$ cat src/rtl/mod3_stream_reducer.sv
// -----------------------------------------------------------------------------
// mod3_stream_reducer
//
// Sequential front-end for the matrix8x8 residue path. Consumes an arbitrarily
// long unsigned number as a valid/ready stream of DATA_W-bit beats (MSB beat
// first) and returns the residue of the whole number modulo 3, together with
// the number of beats in the message.
//
// Because 2^DATA_W == 1 (mod 3) for even DATA_W, the residue of the full
// number equals the sum of the per-beat residues mod 3. Beat order therefore
// does not matter for the arithmetic, and no wide accumulator is needed.
//
// Ports:
//   clk          in   1       clock, rising edge
//   rst          in   1       asynchronous, active-high reset
//   in_valid_i   in   1       beat present
//   in_ready_o   out  1       block accepts a beat this cycle (state-decoded)
//   in_data_i    in   DATA_W  beat payload, unsigned
//   in_last_i    in   1       final beat of the message
//   out_valid_o  out  1       result present
//   out_ready_i  in   1       consumer takes the result
//   out_mod_o    out  2       residue 0/1/2 (3 is never driven)
//   out_beats_o  out  CNT_W   beats accepted, saturating at MAX_BEATS
//   out_err_o    out  1       message had more than MAX_BEATS beats
// -----------------------------------------------------------------------------
module mod3_stream_reducer #(
    parameter int  DATA_W    = 8,
    parameter int  MAX_BEATS = 16,
    localparam int CNT_W     = $clog2(MAX_BEATS + 1)
) (
    input  logic              clk,
    input  logic              rst,
    input  logic              in_valid_i,
    output logic              in_ready_o,
    input  logic [DATA_W-1:0] in_data_i,
    input  logic              in_last_i,
    output logic              out_valid_o,
    input  logic              out_ready_i,
    output logic [1:0]        out_mod_o,
    output logic [CNT_W-1:0]  out_beats_o,
    output logic              out_err_o
);

    // -------------------------------------------------------------------------
    // Elaboration-time parameter checks
    // -------------------------------------------------------------------------
    if ((DATA_W % 2) != 0 || DATA_W < 2 || DATA_W > 32) begin : g_bad_data_w
        $error("mod3_stream_reducer: DATA_W must be even and in 2..32");
    end
    if (MAX_BEATS < 1) begin : g_bad_max_beats
        $error("mod3_stream_reducer: MAX_BEATS must be >= 1");
    end

    // -------------------------------------------------------------------------
    // Per-beat residue: nibble-pairwise reduction tree
    // -------------------------------------------------------------------------
    // 16 == 1 (mod 3), so a beat's residue is the mod-3 sum of its nibbles.
    // The beat is zero-padded to a power-of-two number of nibbles so the tree
    // can fold in halves without special cases.
    localparam int NIB_N  = (DATA_W + 3) / 4;
    localparam int TREE_N = 1 << $clog2(NIB_N);

    localparam logic [CNT_W-1:0] MAX_CNT = CNT_W'(MAX_BEATS);

    // Both operands are 0..2, so the raw sum is at most 4 and one conditional
    // subtraction is enough.
    function automatic logic [1:0] add_mod3(input logic [1:0] a, input logic [1:0] b);
        logic [2:0] s;
        s = {1'b0, a} + {1'b0, b};
        return (s >= 3'd3) ? 2'(s - 3'd3) : s[1:0];
    endfunction

    // 4 == 1 (mod 3): a nibble's residue is the sum of its two bit-pairs,
    // which ranges 0..6 and needs up to two subtractions of 3.
    function automatic logic [1:0] nib_mod3(input logic [3:0] n);
        logic [2:0] s;
        s = {1'b0, n[3:2]} + {1'b0, n[1:0]};
        if (s >= 3'd6) begin
            return 2'(s - 3'd6);
        end else if (s >= 3'd3) begin
            return 2'(s - 3'd3);
        end
        return s[1:0];
    endfunction

    function automatic logic [1:0] beat_mod3(input logic [DATA_W-1:0] d);
        logic [TREE_N*4-1:0] pad;
        logic [1:0]          lvl [TREE_N];
        pad = (TREE_N * 4)'(d);
        for (int i = 0; i < TREE_N; i++) begin
            lvl[i] = nib_mod3(pad[4*i +: 4]);
        end
        // Each pass combines partners 'step' apart; the result ends in lvl[0].
        for (int step = 1; step < TREE_N; step = step * 2) begin
            for (int i = 0; i < TREE_N; i = i + 2 * step) begin
                lvl[i] = add_mod3(lvl[i], lvl[i + step]);
            end
        end
        return lvl[0];
    endfunction

    // -------------------------------------------------------------------------
    // State
    // -------------------------------------------------------------------------
    typedef enum logic [1:0] {
        S_IDLE  = 2'd0,  // no beats accumulated
        S_ACCUM = 2'd1,  // at least one non-last beat accepted
        S_HOLD  = 2'd2   // result presented on the output
    } state_t;

    state_t             state_q,     state_d;
    logic [1:0]         acc_q,       acc_d;
    logic [CNT_W-1:0]   cnt_q,       cnt_d;
    logic               err_q,       err_d;
    logic [1:0]         out_mod_q,   out_mod_d;
    logic [CNT_W-1:0]   out_beats_q, out_beats_d;
    logic               out_err_q,   out_err_d;

    logic               accept;
    logic [1:0]         beat_res;
    logic [1:0]         acc_base,  acc_next;
    logic [CNT_W-1:0]   cnt_base,  cnt_next;
    logic               err_base,  err_next;

    // in_ready is decoded from state only; there is deliberately no path from
    // out_ready, which costs one bubble cycle between messages.
    assign in_ready_o  = (state_q != S_HOLD);
    assign out_valid_o = (state_q == S_HOLD);
    assign accept      = in_valid_i & in_ready_o;
    assign beat_res    = beat_mod3(in_data_i);

    // -------------------------------------------------------------------------
    // Datapath: next accumulator / counter / error for an accepted beat
    // -------------------------------------------------------------------------
    // NOTE: every variable driven here gets a value before any condition is
    // evaluated, so no path leaves one unassigned and no latch is inferred.
    always_comb begin
        acc_base = acc_q;
        cnt_base = cnt_q;
        err_base = err_q;
        // A beat taken in IDLE starts a fresh message regardless of leftovers.
        if (state_q == S_IDLE) begin
            acc_base = '0;
            cnt_base = '0;
            err_base = 1'b0;
        end

        acc_next = add_mod3(acc_base, beat_res);

        // The counter saturates; further beats still feed the residue.
        cnt_next = cnt_base;
        err_next = err_base;
        if (cnt_base < MAX_CNT) begin
            cnt_next = cnt_base + CNT_W'(1);
        end else begin
            err_next = 1'b1;
        end
    end

    // -------------------------------------------------------------------------
    // Next-state logic
    // -------------------------------------------------------------------------
    always_comb begin
        state_d     = state_q;
        acc_d       = acc_q;
        cnt_d       = cnt_q;
        err_d       = err_q;
        out_mod_d   = out_mod_q;
        out_beats_d = out_beats_q;
        out_err_d   = out_err_q;

        unique case (state_q)
            S_IDLE, S_ACCUM: begin
                if (accept) begin
                    acc_d = acc_next;
                    cnt_d = cnt_next;
                    err_d = err_next;
                    if (in_last_i) begin
                        // Result registers load only here, so they stay
                        // stable for as long as the consumer stalls.
                        state_d     = S_HOLD;
                        out_mod_d   = acc_next;
                        out_beats_d = cnt_next;
                        out_err_d   = err_next;
                    end else begin
                        state_d = S_ACCUM;
                    end
                end
            end

            S_HOLD: begin
                if (out_ready_i) begin
                    state_d = S_IDLE;
                    acc_d   = '0;
                    cnt_d   = '0;
                    err_d   = 1'b0;
                end
            end

            default: begin
                state_d = S_IDLE;
            end
        endcase
    end

    // -------------------------------------------------------------------------
    // Registers
    // -------------------------------------------------------------------------
    // NOTE: sequential state uses non-blocking assignments so every flop
    // samples the pre-edge values, independent of statement order.
    always_ff @(posedge clk or posedge rst) begin
        if (rst) begin
            state_q     <= S_IDLE;
            acc_q       <= '0;
            cnt_q       <= '0;
            err_q       <= 1'b0;
            out_mod_q   <= '0;
            out_beats_q <= '0;
            out_err_q   <= 1'b0;
        end else begin
            state_q     <= state_d;
            acc_q       <= acc_d;
            cnt_q       <= cnt_d;
            err_q       <= err_d;
            out_mod_q   <= out_mod_d;
            out_beats_q <= out_beats_d;
            out_err_q   <= out_err_d;
        end
    end

    assign out_mod_o   = out_mod_q;
    assign out_beats_o = out_beats_q;
    assign out_err_o   = out_err_q;

endmodule

$ cat config.mk
export PLATFORM = sky130hd
export DESIGN_NAME = mod3_stream_reducer
export DESIGN_NICKNAME = d
export VERILOG_FILES = /design/src/rtl/mod3_stream_reducer.sv
export SDC_FILE = /design/constraint.sdc
export NUM_CORES = 1
export LEC_CHECK = 0
export CORE_AREA = 8 8 83 85
export DETAILED_ROUTE_END_ITERATION = 12
export DIE_AREA = 0 0 91 93
export PLACE_DENSITY_LB_ADDON = 0.12
export SYNTH_ARGS = -nofsm -noshare
export SYNTH_HDL_FRONTEND = slang
export SYNTH_SLANG_ARGS = --single-unit
$ cat constraint.sdc
create_clock -name clk -period 2.9 [get_ports clk]
set_input_delay 0.29 -clock clk [delete_from_list [all_inputs] [get_ports clk]]
set_output_delay 0.29 -clock clk [all_outputs]
set_load 0.005 [all_outputs]
==> results.sh <==
export IMPL_worstPathBufferInverterCount=3
export IMPL_drtAntennaViolNets=0
export IMPL_num_vias=1182
export IMPL_ctsHoldBuffers=0
export IMPL_maxCapViolCount=0
export IMPL_die_x_um=91
export IMPL_critPathRequiredTime_ns=3.10
export IMPL_synth_common_cells="dfrtp_1 (18), inv_1 (16), o21ai_0 (15)"
export IMPL_core_rowCount=28
export IMPL_critPathMaxFanout=3
export IMPL_period_needed_ns=4.431
export IMPL_ys_flop_type="dfrtp_1"
export IMPL_fin_nets=210
export IMPL_start_util_pct=23.94
export IMPL_slew_headroom_pct=52.56
export IMPL_root_buffer="clkbuf_8"
export IMPL_cts_max_level=1
export IMPL_endpoint_kind="flip-flop"
export IMPL_timing_fmax_mhz=225.7
export IMPL_gp_congestion=0.8130
export IMPL_total_power_mw=1.503
export IMPL_holdWs_ns=0.4457
export IMPL_initialDrtViolationCount=20
export IMPL_p_leak_nw=0.8614
export IMPL_fin_tns_setup_ns=-5.945
export IMPL_worst_slew_pin_slew_ns=0.7108
export IMPL_cp_top_family="adder cells"
export IMPL_layout_drive_gt1_share_pct=31.49
export IMPL_async_flop_share_pct=100.0
export IMPL_synth_seq_area_share_pct=33.15
export IMPL_vias_per_cell=4.617
export IMPL_ff2ff_setup_slack_ns=0.44
export IMPL_drcViolationCount=0
export IMPL_numPortBuffers=22
export IMPL_clockBufferDepth=2
export IMPL_hp_class="primary input to asynchronous set/reset pin"
export IMPL_violations="setup timing"
export IMPL_p_per_area_mw_per_mm2=779.9
export IMPL_use_met1_pct=10.87
export IMPL_grt_pass1_vias=1242
export IMPL_period_share_pct=152.8
export IMPL_dpl_cell_area_mm2=0.001815
export IMPL_pin_count=23
export IMPL_path_clk_slew_ns=0.07
export IMPL_fp_dieH_um=93
export IMPL_path_common_cell="ha_2"
export IMPL_synth_cell_types=46
export IMPL_slowest_delay_ns=0.47
export IMPL_cp_data_arrival_time_ns=4.63
export IMPL_antenna_found_initial=0
export IMPL_place_ws_ns=-2.203
export IMPL_use_met2_pct=12.82
export IMPL_wl_um=3355
export IMPL_setup_ws_ns=-1.531
export IMPL_cts_inserted_buffers=3
export IMPL_status="finished with violations"
export IMPL_core_mm2=0.005675
export IMPL_syn_inst=146
export IMPL_cts_sinks=18
export IMPL_crit_slowest_cell="fa_1"
export IMPL_synth_top_area_share_pct=33.15
export IMPL_rsz0062_at_grt="true"
export IMPL_crit_chain="buf_6, ha_4, inv_2, fa_1, inv_2, ha_4, and3b_1, o21ai_1, o311ai_1, ha_2, fa_1, ha_2, or3_4, a21oi_2, ha_2, fa_1, ha_2, or3_4, a21oi_4, mux2_4"
export IMPL_r2r_start="state_q[1]"
export IMPL_die_area_mm2=0.008463
export IMPL_syn_area_mm2=0.001359
export IMPL_post_route_cell_area_mm2=0.001927
export IMPL_synth_seq_cells=18
export IMPL_hpwl_um=2596
export IMPL_grt_max_degree=19
export IMPL_syn_avg_cell_area_um2=9.307
export IMPL_slew_viol_final=0
export IMPL_synth_most_common_cell="dfrtp_1"
export IMPL_overflow=0
export IMPL_synth_top_cell_by_area="dfrtp_1"
export IMPL_syn_to_final_growth_pct=41.80
export IMPL_ir_worst_vdd_mv=0.3747
export IMPL_finalSetupViolCount=4
export IMPL_firstDrtPassIters=4
export IMPL_hold_violations=0
export IMPL_tritoncts="done"
export IMPL_ys_warnings_count=0
export IMPL_grt_pass1_wl_um=5830
export IMPL_startpoint="in_data_i[0]"
export IMPL_wl_per_cell_um=13.11
export IMPL_insertion_delay_ns=0.25
export IMPL_busiest_layer="met2"
export IMPL_path_class="primary input to flip-flop"
export IMPL_cp_start_kind="primary input"
export IMPL_synth_area_leaders="dfrtp_1 (33%), ha_1 (10%), fa_1 (5.9%)"
export IMPL_grtUsageMet3_pct=2.324
export IMPL_grt_total_usage_pct=8.199
export IMPL_antenna_cells=0
export IMPL_synth_nets=174
export IMPL_synth_edff_count=0
export IMPL_fin_skew_ns=0.001119
-- layout make-up --
cell class,instances,area (µm²)
well taps,75,93.84
fillers,594,3749
multi-input cells,107,940.9
repair buffers,36,326.6
flip-flops and latches,18,450.4
inverters,16,60.06
clock buffers,4,55.05
-- final timing paths --
| check | end | depth (start not counted) |
|---|---|---|
| max in group asynchronous | cnt_q[1] | 2 |
| max | out_mod_o[0] | 20 |
| max reg2reg | out_mod_o[0] | 8 |
| min in group clk | out_beats_o[2] | 2 |
| min reg2reg | out_beats_o[2] | 2 |
| min | cnt_q[2] | 2 |
-- stage by stage --
step | instances | utilization [%]
final | 256 | 33.95
after detailed placement | 251 | 31.99
after CTS | 256 | 33.66
after floorplan | 146 | -
after global placement | 251 | 31.99
after global routing | 256 | 33.95
-- sequential cells by signal, indices dropped and copies added (netlist names) --
| signal | flops |
|---|---|
| cnt_q | 5 |
| out_beats_o | 5 |
| acc_q | 2 |
| out_mod_o | 2 |
| state_q | 2 |
| err_q | 1 |
| out_err_o | 1 |
-- power breakdown --
group / switching (mW) / internal [mW]
combinational: 0.439 / 0.501
clock: 0.0878 / 0.121
sequential: 0.0409 / 0.314
total: 0.567 / 0.935
-- routing by layer --
metal	vias to the layer above	routed length (µm)
met5	-	0
met4	0	18
met3	2	182
met2	33	1508
met1	553	1645
li1	594	-
-- worst reg2reg max path, delay by kind of cell (launching register included) --
kind	cells	cell delay [ns]
AOI/OAI and AO/OA	1	0.17
DFF	1	0.38
and+or+nand+nor	3	0.87
muxes	1	0.16
adders and majority gates	3	0.83
-- what timing repair did --
action | in CTS | in global routing
pin swaps | 18 | 0
endpoints found under the setup margin | 4 | 4
resized for setup | 37 | 5
setup buffers | 1 | 0
-- cell usage in the layout (no fill, tap or decap), types with 3 or more instances in the layout --
master,n
o21ai_0,11
and2_2,3
ha_2,6
o21ai_1,4
buf_4,14
nor3_1,5
nand3_1,3
inv_2,5
nand2b_1,3
ha_4,4
dfrtp_1,18
clkbuf_8,4
nor2_1,7
o21a_1,4
fa_1,4
nand2_1,8
buf_6,4
clkdlybuf4s50_1,14
inv_1,11
-- kinds of logic (layout without fill, tap and decap cells) --
| logic type | Yosys count | after routing | synth area share [%] |
|---|---|---|---|
| AOI/OAI and AO/OA | 45 | 45 | 22.10 |
| adders and majority gates | 15 | 15 | 16.02 |
| muxes | 3 | 3 | 2.302 |
| buffers and inverters | 21 | 56 | 6.629 |
| DFF | 18 | 18 | 33.15 |
| xor gates and xnor gates | 1 | 1 | 0.6447 |
| and+or+nand+nor | 43 | 43 | 19.15 |
Note: power is estimated with default switching activity, not from simulation.
